### config.mk
export PLATFORM = sky130hd
export DESIGN_NAME = stride_read_master_flat
export DESIGN_NICKNAME = d
export VERILOG_FILES = /design/src/rtl/stride_read_master_if.sv /design/src/rtl/stride_read_master.sv /design/src/flat_wrapper.sv
export SDC_FILE = /design/constraint.sdc
export NUM_CORES = 1
export LEC_CHECK = 0
export CORE_MARGIN = 3
export CORE_UTILIZATION = 50
export DETAILED_ROUTE_END_ITERATION = 8
export GPL_ROUTABILITY_DRIVEN = 0
export PLACE_DENSITY = 0.8
export SLEW_MARGIN = 20
export SYNTH_ARGS = -nofsm -noshare
export SYNTH_HDL_FRONTEND = slang
export SYNTH_SLANG_ARGS = --single-unit
### constraint.sdc
create_clock -name clk -period 11.8 [get_ports clk]
set_clock_uncertainty 0.2 [all_clocks]
set_input_delay 2.36 -clock clk [delete_from_list [all_inputs] [get_ports clk]]
set_output_delay 2.36 -clock clk [all_outputs]
set_load 0.1 [all_outputs]
### src/rtl/stride_read_master_if.sv
// AXI read address/data channel bundle between a read master and its slave.
interface stride_read_master_if #(
  parameter int ADDR_BITS       = 64,
  parameter int BURST_LEN_WIDTH = 8,
  parameter int TID_WIDTH       = 8,
  parameter int DATA_WIDTH      = 8
);
  logic                       m_ar_valid;
  logic                       m_ar_ready;
  logic [ADDR_BITS-1:0]       m_ar_addr;
  logic [BURST_LEN_WIDTH-1:0] m_ar_len;
  logic [TID_WIDTH-1:0]       m_ar_id;
  logic                       m_r_valid;
  logic                       m_r_ready;
  logic [DATA_WIDTH-1:0]      m_r_data;
  logic                       m_r_last;
  logic [TID_WIDTH-1:0]       m_r_id;

  modport master (
    output m_ar_valid, m_ar_addr, m_ar_len, m_ar_id, m_r_ready,
    input  m_ar_ready, m_r_valid, m_r_data, m_r_last, m_r_id
  );

  modport slave (
    input  m_ar_valid, m_ar_addr, m_ar_len, m_ar_id, m_r_ready,
    output m_ar_ready, m_r_valid, m_r_data, m_r_last, m_r_id
  );
endinterface

### src/rtl/stride_read_master.sv
// Strided AXI read burst generator with outstanding-burst limit, R-beat ID/LAST
// checking and an XOR signature over all accepted read data.
module stride_read_master #(
  parameter int ADDR_BITS            = 64,
  parameter int BURST_LEN_WIDTH      = 8,
  parameter int TID_WIDTH            = 8,
  parameter int LOG_BLOCK_DATA_BYTES = 0,
  parameter int OUTST_WIDTH          = 3,
  parameter int REQ_CNT_WIDTH        = 16
) (
  input  logic                               clk,
  input  logic                               resetN,
  input  logic                               start,
  input  logic [ADDR_BITS-1:0]               cfg_base,
  input  logic [ADDR_BITS-1:0]               cfg_stride,
  input  logic [REQ_CNT_WIDTH-1:0]           cfg_num_reqs,
  input  logic [BURST_LEN_WIDTH-1:0]         cfg_len,
  input  logic [TID_WIDTH-1:0]               cfg_id,
  input  logic [OUTST_WIDTH-1:0]             cfg_max_outst,
  stride_read_master_if.master               bus,
  output logic                               busy,
  output logic                               done,
  output logic [REQ_CNT_WIDTH-1:0]           beat_cnt,
  output logic [(8<<LOG_BLOCK_DATA_BYTES)-1:0] data_sig,
  output logic                               err_id,
  output logic                               err_last
);
  localparam int DATA_W = 8 << LOG_BLOCK_DATA_BYTES;
  localparam logic [REQ_CNT_WIDTH-1:0]   REQ_ONE = 1;
  localparam logic [OUTST_WIDTH-1:0]     OUT_ONE = 1;
  localparam logic [BURST_LEN_WIDTH:0]   BB_ONE  = 1;

  typedef enum logic [1:0] {S_IDLE, S_RUN, S_DRAIN, S_DONE} state_t;

  state_t                     state_q, state_d;
  logic [ADDR_BITS-1:0]       addr_q, addr_d, stride_q, stride_d;
  logic [REQ_CNT_WIDTH-1:0]   num_q, num_d, issued_q, issued_d;
  logic [BURST_LEN_WIDTH-1:0] len_q, len_d;
  logic [TID_WIDTH-1:0]       id_q, id_d;
  logic [OUTST_WIDTH-1:0]     max_q, max_d, outst_q, outst_d, max_eff_d;
  logic [BURST_LEN_WIDTH:0]   bbeat_q, bbeat_d, beat_no, len_plus1;
  logic [REQ_CNT_WIDTH-1:0]   beat_cnt_q, beat_cnt_d;
  logic [DATA_W-1:0]          data_sig_q, data_sig_d;
  logic                       err_id_q, err_id_d, err_last_q, err_last_d;
  logic                       ar_valid_q, ar_valid_d, r_ready_q, r_ready_d;
  logic                       busy_q, busy_d, done_q, done_d;

  logic start_ok, ar_fire, r_fire, r_close;

  assign start_ok  = start && ((state_q == S_IDLE) || (state_q == S_DONE));
  assign ar_fire   = ar_valid_q && bus.m_ar_ready;
  assign r_fire    = r_ready_q && bus.m_r_valid;
  // A LAST with nothing outstanding is a protocol error and must not underflow.
  assign r_close   = r_fire && bus.m_r_last && (outst_q != '0);
  assign len_plus1 = {1'b0, len_q} + BB_ONE;

  always_ff @(posedge clk or negedge resetN) begin
    if (!resetN) begin
      state_q <= S_IDLE;
    end else begin
      state_q <= state_d;
    end
  end

  always_comb begin
    state_d = state_q;
    case (state_q)
      S_IDLE, S_DONE: if (start) state_d = (cfg_num_reqs == '0) ? S_DONE : S_RUN;
      S_RUN:          if (issued_d == num_q) state_d = S_DRAIN;
      S_DRAIN:        if (outst_d == '0) state_d = S_DONE;
      default:        state_d = S_IDLE;
    endcase
  end

  always_comb begin
    max_eff_d  = (max_d == '0) ? OUT_ONE : max_d;
    ar_valid_d = (state_d == S_RUN) && (issued_d < num_d) && (outst_d < max_eff_d);
    r_ready_d  = (state_d == S_RUN) || (state_d == S_DRAIN);
    busy_d     = r_ready_d;
    done_d     = (state_d == S_DONE);
  end

  always_comb begin
    addr_d     = addr_q;
    stride_d   = stride_q;
    num_d      = num_q;
    len_d      = len_q;
    id_d       = id_q;
    max_d      = max_q;
    issued_d   = issued_q;
    outst_d    = outst_q;
    bbeat_d    = bbeat_q;
    beat_cnt_d = beat_cnt_q;
    data_sig_d = data_sig_q;
    err_id_d   = err_id_q;
    err_last_d = err_last_q;
    beat_no    = bbeat_q + BB_ONE;
    if (start_ok) begin
      addr_d     = cfg_base;
      stride_d   = cfg_stride;
      num_d      = cfg_num_reqs;
      len_d      = cfg_len;
      id_d       = cfg_id;
      max_d      = cfg_max_outst;
      issued_d   = '0;
      outst_d    = '0;
      bbeat_d    = '0;
      beat_cnt_d = '0;
      data_sig_d = '0;
      err_id_d   = 1'b0;
      err_last_d = 1'b0;
    end else begin
      if (ar_fire) begin
        addr_d   = addr_q + stride_q;
        issued_d = issued_q + REQ_ONE;
      end
      if (r_fire) begin
        beat_cnt_d = beat_cnt_q + REQ_ONE;
        data_sig_d = data_sig_q ^ bus.m_r_data;
        if (bus.m_r_id != id_q) err_id_d = 1'b1;
        if (bus.m_r_last) begin
          bbeat_d = '0;
          if ((outst_q == '0) || (beat_no < len_plus1)) err_last_d = 1'b1;
        end else begin
          if (beat_no == len_plus1) err_last_d = 1'b1;
          // Saturate so an endless burst cannot wrap and look well-formed.
          if (!(&bbeat_q)) bbeat_d = beat_no;
        end
      end
      if (ar_fire && !r_close) begin
        outst_d = outst_q + OUT_ONE;
      end else if (!ar_fire && r_close) begin
        outst_d = outst_q - OUT_ONE;
      end
    end
  end

  always_ff @(posedge clk or negedge resetN) begin
    if (!resetN) begin
      addr_q     <= '0;
      stride_q   <= '0;
      num_q      <= '0;
      len_q      <= '0;
      id_q       <= '0;
      max_q      <= '0;
      issued_q   <= '0;
      outst_q    <= '0;
      bbeat_q    <= '0;
      beat_cnt_q <= '0;
      data_sig_q <= '0;
      err_id_q   <= 1'b0;
      err_last_q <= 1'b0;
      ar_valid_q <= 1'b0;
      r_ready_q  <= 1'b0;
      busy_q     <= 1'b0;
      done_q     <= 1'b0;
    end else begin
      addr_q     <= addr_d;
      stride_q   <= stride_d;
      num_q      <= num_d;
      len_q      <= len_d;
      id_q       <= id_d;
      max_q      <= max_d;
      issued_q   <= issued_d;
      outst_q    <= outst_d;
      bbeat_q    <= bbeat_d;
      beat_cnt_q <= beat_cnt_d;
      data_sig_q <= data_sig_d;
      err_id_q   <= err_id_d;
      err_last_q <= err_last_d;
      ar_valid_q <= ar_valid_d;
      r_ready_q  <= r_ready_d;
      busy_q     <= busy_d;
      done_q     <= done_d;
    end
  end

  assign bus.m_ar_valid = ar_valid_q;
  assign bus.m_ar_addr  = addr_q;
  assign bus.m_ar_len   = len_q;
  assign bus.m_ar_id    = id_q;
  assign bus.m_r_ready  = r_ready_q;
  assign busy           = busy_q;
  assign done           = done_q;
  assign beat_cnt       = beat_cnt_q;
  assign data_sig       = data_sig_q;
  assign err_id         = err_id_q;
  assign err_last       = err_last_q;
endmodule

### src/flat_wrapper.sv
// flat-port wrapper written by rule: the top's interface ports become plain ports
module stride_read_master_flat 
#(
  parameter int ADDR_BITS            = 64,
  parameter int BURST_LEN_WIDTH      = 8,
  parameter int TID_WIDTH            = 8,
  parameter int LOG_BLOCK_DATA_BYTES = 0,
  parameter int OUTST_WIDTH          = 3,
  parameter int REQ_CNT_WIDTH        = 16
)
  (clk, resetN, start, cfg_base, cfg_stride, cfg_num_reqs, cfg_len, cfg_id, cfg_max_outst, busy, done, beat_cnt, data_sig, err_id, err_last, bus_m_ar_valid, bus_m_ar_addr, bus_m_ar_len, bus_m_ar_id, bus_m_r_ready, bus_m_ar_ready, bus_m_r_valid, bus_m_r_data, bus_m_r_last, bus_m_r_id);
  stride_read_master_if #(.ADDR_BITS(ADDR_BITS), .BURST_LEN_WIDTH(BURST_LEN_WIDTH), .TID_WIDTH(TID_WIDTH)) bus_i ();
  input  logic clk;
  input  logic resetN;
  input  logic start;
  input  logic [ADDR_BITS-1:0] cfg_base;
  input  logic [ADDR_BITS-1:0] cfg_stride;
  input  logic [REQ_CNT_WIDTH-1:0] cfg_num_reqs;
  input  logic [BURST_LEN_WIDTH-1:0] cfg_len;
  input  logic [TID_WIDTH-1:0] cfg_id;
  input  logic [OUTST_WIDTH-1:0] cfg_max_outst;
  output logic busy;
  output logic done;
  output logic [REQ_CNT_WIDTH-1:0] beat_cnt;
  output logic [(8<<LOG_BLOCK_DATA_BYTES)-1:0] data_sig;
  output logic err_id;
  output logic err_last;
  output wire logic [$bits(bus_i.m_ar_valid)-1:0] bus_m_ar_valid;
  output wire logic [$bits(bus_i.m_ar_addr)-1:0] bus_m_ar_addr;
  output wire logic [$bits(bus_i.m_ar_len)-1:0] bus_m_ar_len;
  output wire logic [$bits(bus_i.m_ar_id)-1:0] bus_m_ar_id;
  output wire logic [$bits(bus_i.m_r_ready)-1:0] bus_m_r_ready;
  input wire logic [$bits(bus_i.m_ar_ready)-1:0] bus_m_ar_ready;
  input wire logic [$bits(bus_i.m_r_valid)-1:0] bus_m_r_valid;
  input wire logic [$bits(bus_i.m_r_data)-1:0] bus_m_r_data;
  input wire logic [$bits(bus_i.m_r_last)-1:0] bus_m_r_last;
  input wire logic [$bits(bus_i.m_r_id)-1:0] bus_m_r_id;
  assign bus_m_ar_valid = bus_i.m_ar_valid;
  assign bus_m_ar_addr = bus_i.m_ar_addr;
  assign bus_m_ar_len = bus_i.m_ar_len;
  assign bus_m_ar_id = bus_i.m_ar_id;
  assign bus_m_r_ready = bus_i.m_r_ready;
  assign bus_i.m_ar_ready = bus_m_ar_ready;
  assign bus_i.m_r_valid = bus_m_r_valid;
  assign bus_i.m_r_data = bus_m_r_data;
  assign bus_i.m_r_last = bus_m_r_last;
  assign bus_i.m_r_id = bus_m_r_id;
  stride_read_master #(.ADDR_BITS(ADDR_BITS), .BURST_LEN_WIDTH(BURST_LEN_WIDTH), .TID_WIDTH(TID_WIDTH), .LOG_BLOCK_DATA_BYTES(LOG_BLOCK_DATA_BYTES), .OUTST_WIDTH(OUTST_WIDTH), .REQ_CNT_WIDTH(REQ_CNT_WIDTH)) u_core (.clk(clk), .resetN(resetN), .start(start), .cfg_base(cfg_base), .cfg_stride(cfg_stride), .cfg_num_reqs(cfg_num_reqs), .cfg_len(cfg_len), .cfg_id(cfg_id), .cfg_max_outst(cfg_max_outst), .bus(bus_i), .busy(busy), .done(done), .beat_cnt(beat_cnt), .data_sig(data_sig), .err_id(err_id), .err_last(err_last));
endmodule
* Yosys cells after proc, flatten, opt, wreduce, memory -nomap -nowiden
Cells that the tools add are included.
** Storage, ports and cells
- Bits in registers :: 222
- Bits in latches :: 0
- Memory bits (writable) :: 0
- ROM bits :: 0
- Input port bits :: 185
- Output and inout bits :: 110
- Word-level logic and storage cells :: 99
- Memories :: 0
** Operators by class
- $add $sub $neg :: 7
- Multipliers :: 0
- Divide/modulo/power cells :: 0
- Order comparisons :: 3
- Eq/ne operators :: 11
- Shifts and indexed selects :: 0
- Mux-type cells :: 31
- Bitwise operators :: 1
- Reductions and logical operators :: 29
** Operator list (count)
- $mux 64 :: 2
- $mux 16 :: 5
- $add 64x64->64 :: 1
- $mux 9 :: 4
- $add 16x1->16 const B :: 2
- $eq 16x16->1 :: 1
- $logic_not 16->1 :: 1
- $lt 16x16->1 :: 1
- $mux 8 :: 2
- $mux 3 :: 5
- $add 8x1->9 const B :: 1
- $add 9x1->9 const B :: 1
- $eq 9x9->1 :: 1
- $logic_and 1x1->1 :: 9
- $logic_not 3->1 :: 3
- $lt 9x9->1 :: 1
- $reduce_and 9->1 :: 1
- $eq 2x2->1 const B :: 4
- $mux 1 :: 8
- $mux 2 :: 4
- $ne 8x8->1 :: 1
- $xor 8x8->8 :: 1
- $pmux 2 s3 :: 1
- $reduce_bool 2->1 :: 3
- 13 further kinds :: 19

* Logic depth before layout (Yosys ltp)
- Depth in word-level cells :: 13
- Depth in mapped cells :: 17

* Least setup slack after synthesis
OpenSTA, ideal clock, no wires.
- Path kind :: input-to-reg
- Start point :: in start
- End point :: reg u_core.ar_valid_q, in the netlist u_core.bus.m_ar_valid
- Data arrival time :: 5.112 ns
- Slack :: 6.389 ns
- Stages :: 14
- Buffers on the path :: 5
- Cells stage by stage :: and2_1 clkbuf_1 buf_2 buf_2 clkbuf_1 clkbuf_1 mux2i_1 ha_1 a21o_1 a21oi_1 nor2b_1 o21ai_0 nand2b_1 a311oi_1
** On the way
- Word-level cells in the longest chain between the ends :: 8
- Elaborated cells between the ends (all ways) :: 18
- Those cells by class :: 2 x order compare; 2 x eq/ne; 9 x mux; 5 x reduce/logical
** Ends and longest elaborated chain
- start, declared :: RTL line flat_wrapper.sv:15 : input logic start;
- $logic_and 1x1->1 :: RTL line stride_read_master.sv:50 : assign start_ok = start && ((state_q == S_IDLE) || (state_q == S_DONE));
- $mux 16 or $mux 3 (tied branches) :: RTL line stride_read_master.sv:98 : if (start_ok) begin
- $eq 16x16->1 or $logic_not 3->1 (tied branches) :: RTL line stride_read_master.sv:69, stride_read_master.sv:70
- $mux 2, on equally long branches :: RTL line stride_read_master.sv:69, stride_read_master.sv:70
- $pmux 2 s3 :: RTL line stride_read_master.sv:67 : case (state_q)
- $eq 2x1->1 :: RTL line stride_read_master.sv:77 : ar_valid_d = (state_d == S_RUN) && (issued_d < num_d) && (outst_d < max_eff_d);
- $logic_and 1x1->1 :: RTL line stride_read_master.sv:77
- $logic_and 1x1->1 * :: RTL line stride_read_master.sv:77
- net u_core.ar_valid_d :: RTL line stride_read_master.sv:45 : logic ar_valid_q, ar_valid_d, r_ready_q, r_ready_d;
- end signal, assigned :: RTL line stride_read_master.sv:171 : ar_valid_q <= ar_valid_d;
- end, declared :: RTL line stride_read_master.sv:45
The timed path passes the listed nets; every way through them passes the cells marked *.
A chain may end at the register's enable or synchronous reset.

* Worst setup path in the final report
- Start point :: in bus_m_ar_ready
- End point :: reg u_core.ar_valid_q, in the netlist u_core.bus.m_ar_valid
** On the way
- Elaborated cells between the ends (all ways) :: 19
- Those cells by class :: 2 x order compare; 2 x eq/ne; 8 x mux; 7 x reduce/logical
** RTL lines
- start, declared :: RTL line flat_wrapper.sv:33 : input wire logic [$bits(bus_i.m_ar_ready)-1:0] bus_m_ar_ready;
- $logic_and 1x1->1 :: RTL line stride_read_master.sv:51 : assign ar_fire = ar_valid_q && bus.m_ar_ready;
- $mux 16 :: RTL line stride_read_master.sv:113 : if (ar_fire) begin
- $mux 16 :: RTL line stride_read_master.sv:98
- net u_core.issued_d[9] :: RTL line stride_read_master.sv:37 : logic [REQ_CNT_WIDTH-1:0] num_q, num_d, issued_q, issued_d;
- $eq 16x16->1 :: RTL line stride_read_master.sv:69 : S_RUN: if (issued_d == num_q) state_d = S_DRAIN;
- $mux 2 :: RTL line stride_read_master.sv:69
- $pmux 2 s3 :: RTL line stride_read_master.sv:67
- net u_core.state_d[0] :: RTL line stride_read_master.sv:35 : state_t state_q, state_d;
- $eq 2x1->1 :: RTL line stride_read_master.sv:77
- $logic_and 1x1->1 (2 in series) :: RTL line stride_read_master.sv:77
- net u_core.ar_valid_d :: RTL line stride_read_master.sv:45
The timed path passes the listed nets, and every way through them passes these cells.

==> metrics.csv <==
stage;metric;value;unit
worst_setup_path;type of element capturing the critical path;flop;
clocking;CTS tree;done;
global_routing;total gr overflow;0;
synth;count of flip-flops with a built-in enable after synthesis;0;
global_routing;fraction of met2 tracks used by global routing;0.448;
finish;Final Non-Filler Cells;2303;
synth;number of warning messages in the yosys log;0;
floorplanning;initial core utilization;0.514;
worst_setup_path;Crit path required time;12.00;ns
global_routing;Most Crowded Layer GR;met2;
worst_setup_path;largest stage delay on the critical path;0.53;ns
floorplanning;Ports;295;
worst_setup_path;Crit-path slowest cell;sky130_fd_sc_hd__clkdlybuf4s50_1;
clocking;post-CTS setup buffer count;0;
floorplanning;core area;27300;um2
worst_setup_path;cells along the critical path;clkdlybuf4s50_1 -> and2_1 -> buf_4 -> and3_1 -> nand4_1 -> or3_1 -> a21oi_1 -> xor2_1 -> nor4_1 -> nand4_1 -> nor4_1 -> o21ai_0 -> ha_1 -> nor3b_1 -> nand4_1 -> a311oi_1;
global_routing;largest net degree at the start of global routing;98;
place;Post-Place Cell Area;17200;um2
sta;final period utilization;0.532;
sta;Worst-Margin Slew;1.12;ns
detailed_routing;total detailed-routing wirelength;41.3;mm
finish;Post-Route Utilization;0.665;
synth;post-synth top area share;0.397;
sta;Final setup violation count;0;
synth;synthesized area divided by synthesized cell count;8.41;um2
floorplanning;# rows;60;
detailed_routing;via density per instance;5.71;
synth;post-synth net total;1953;
detailed_routing;iteration count of the initial detailed-routing pass;7;
clocking;CTS Root Buffer Type;sky130_fd_sc_hd__clkbuf_16;
global_routing;wire length of the first global-routing pass;67.5;mm
sta;unrepaired setup endpoints after global routing;no;
detailed_routing;routed vias;13200;
detailed_routing;Iteration-0 DRC Markers;1192;
finish;net total in the final layout;2201;
synth;library cell with the highest instance count after synthesis;sky130_fd_sc_hd__nand2_1;
synth;number of library cell types mapped by synthesis;65;
global_routing;combined global-route utilization of all metal layers;0.267;
synth;total standard cell area after synthesis;14000;um2
worst_setup_path;Critical Path Start Type;input pin;
synth;flip-flop cell with the highest count after synthesis;sky130_fd_sc_hd__dfrtp_1;
worst_setup_path;Crit path buffers/inverters;2;
place;placed cells;2258;
global_routing;via count of the first global-routing pass;13100;
floorplanning;full die area;30100;um2
outcome;outcome;finished clean;
synth;top cells by area, synth;sky130_fd_sc_hd__dfrtp_1 (40%), sky130_fd_sc_hd__nand2_1 (11%), sky130_fd_sc_hd__ha_1 (9.0%), sky130_fd_sc_hd__a21oi_1 (4.6%), sky130_fd_sc_hd__xor2_1 (4.5%);
synth;sequential fraction of the synthesis area;0.397;
sta;aggregate negative setup slack;0;ns
clocking;clock network latency to the later pin of the worst-skew pair;0.53;ns
clocking;depth of the CTS H-tree;1;
sta;max frequency;159;MHz
finish;post-route cell area;18100;um2
finish;relative area change from synthesis to final layout;29.3;%
synth;register bit total from synthesis;222;
flow_run;number of max-capacitance violations reported;0;
place;count of buffers inserted at the top-level ports;294;
sta;minimum clock period after layout;6.28;ns
floorplanning;Die Y-Extent;173;um
clocking;number of buffers on the longest clock path;3;
place;detailed placer's ending HPWL;30.4;mm
sta;max_slew headroom;0.250;
finish;Storage cell area;5560;um2
worst_setup_path;Top delay family on crit path;simple AND/OR/NAND/NOR gates;
sta;fin. max-slew vios;0;
global_routing;initial antenna violation count;1;
worst_setup_path;Most common cell on crit path;sky130_fd_sc_hd__nand4_1;
finish;share of post-route cells with drive strength above 1;0.0337;
detailed_routing;number of antenna-violating nets in the routed design;0;
worst_setup_path;critical-path maximum fanout;31;
clocking;cts bufs inserted;26;
clocking;Num Clock Sinks;222;
global_routing;met1 Usage GRT;0.361;
worst_setup_path;category of the most critical setup path;input pin to flop;
clocking;CTS Hold Bufs;0;
finish;antenna fix cells;0;
global_routing;global routing met3 resource utilization;0.0477;
finish;filler cell count in the final layout;2204;
sta;Final Hold Violating Endpoints;0;
floorplanning;x dimension of the die;173;um
finish;total area of multi-input combinational cells;7970;um2
worst_hold_path;worst hold path type;flop to flop;
synth;Cells after Synth;1666;
detailed_routing;# DRC;0;
clocking;Reg clk slew, reported paths;0.06;ns
synth;most area-hungry cell type in the Yosys netlist;sky130_fd_sc_hd__dfrtp_1;
clocking;number of gates given a new drive strength after cts;0;
detailed_routing;wire length per cell;17.9;um
synth;most frequent cells after synthesis;sky130_fd_sc_hd__nand2_1 (394), sky130_fd_sc_hd__dfrtp_1 (222), sky130_fd_sc_hd__nor2_1 (133);
synth;fraction of registers with async set/reset;1.00;
worst_setup_path;signal arrival time at the worst endpoint;6.48;ns
## flip-flops by register name, summed over array words and instances (netlist names)
name                   count
u_core.bus.m_ar_addr      64
u_core.outst_q             3
u_core.bus.m_ar_len        8
u_core.state_q             2
u_core.issued_q           16
u_core.data_sig            8
u_core.err_id              1
u_core.bbeat_q             9
u_core.bus.m_r_ready       1
u_core.num_q              16
u_core.bus.m_ar_valid      1
u_core.beat_cnt           16
u_core.bus.m_ar_id         8
u_core.max_q               3
u_core.done                1
u_core.stride_q           64
u_core.err_last            1
## kinds of logic after synthesis
group	after synthesis	synth area share
buffers and inverters	127	0.0356
AND/OR/NAND/NOR	679	0.207
adder cells (fa/ha/maj)	104	0.0931
multiplexers	17	0.0121
AO/OA/AOI/OAI	386	0.174
flip-flops	222	0.397
XOR/XNOR	131	0.0819
## per-layer routing
metal	share of wire	routed length [um]
met4	0.026	1060
met2	0.47	19500
met1	0.43	18000
met5	0.00031	13
met3	0.068	2810
## worst paths after layout
path                                              endpoint  slack (ns)                             from  cells past startpoint
setup / recovery           u_core.bus.m_ar_valid$_DFF_PN0_        5.52                   bus_m_ar_ready                     16
hold / removal             u_core.stride_q[12]$_DFFE_PN0P_        0.28  u_core.stride_q[12]$_DFFE_PN0P_                      2
setup reg to reg           u_core.bus.m_ar_valid$_DFF_PN0_        7.26      u_core.state_q[0]$_DFF_PN0_                     13
hold reg to reg            u_core.stride_q[12]$_DFFE_PN0P_        0.28  u_core.stride_q[12]$_DFFE_PN0P_                      2
max in group asynchronous  u_core.beat_cnt[15]$_DFFE_PN0P_        7.67                           resetN                      3
min in group asynchronous  u_core.stride_q[33]$_DFFE_PN0P_        1.64                           resetN                      1
## worst reg2reg max path, stage by stage, from the launching register on
cell and delay, ns:
sky130_fd_sc_hd__dfrtp_1 0.42, sky130_fd_sc_hd__inv_1 0.09, sky130_fd_sc_hd__ha_1 0.46, sky130_fd_sc_hd__and2_4 0.69, sky130_fd_sc_hd__buf_4 0.76, sky130_fd_sc_hd__a211oi_1 0.24
sky130_fd_sc_hd__o31a_1 0.35, sky130_fd_sc_hd__nor3b_1 0.17, sky130_fd_sc_hd__a211oi_1 0.06, sky130_fd_sc_hd__o21ai_0 0.23, sky130_fd_sc_hd__ha_1 0.21, sky130_fd_sc_hd__nor3b_1 0.19
sky130_fd_sc_hd__nand4_1 0.12, sky130_fd_sc_hd__a311oi_1 0.24
## area by class of cell
| type | count | share of cell area |
|---|---|---|
| well taps | 372 | 0.0257 |
| clock buffers | 35 | 0.0423 |
| multi-input cells | 1317 | 0.440 |
| clock inverters | 10 | 0.00995 |
| inverters | 46 | 0.00953 |
| flip-flops and latches | 222 | 0.307 |
| repair buffers | 301 | 0.166 |
## metrics by stage
step                setup WS (ns)  hold WS, ns
floorplan                    6.39        0.236
global placement             5.08        0.265
detailed placement           5.07        0.267
CTS                          5.59        0.282
global route                 5.24        0.305
finish                       5.52        0.276
## cell usage in the layout, fill, tap and decap left out, types with 30 or more instances in the layout
master                            count
sky130_fd_sc_hd__a21oi_1            128
sky130_fd_sc_hd__xor2_1              72
sky130_fd_sc_hd__ha_1               101
sky130_fd_sc_hd__inv_1               46
sky130_fd_sc_hd__o21ai_0             75
sky130_fd_sc_hd__clkdlybuf4s50_1    293
sky130_fd_sc_hd__nand2_1            392
sky130_fd_sc_hd__xnor2_1             59
sky130_fd_sc_hd__nand4_1             30
sky130_fd_sc_hd__nand3_1             34
sky130_fd_sc_hd__nor2_1             133
sky130_fd_sc_hd__a21o_1              42
sky130_fd_sc_hd__dfrtp_1            222
Power is left out: the tool's default activity adds up to more than one toggle a clock period on the data nets, which glitch-free logic cannot reach.
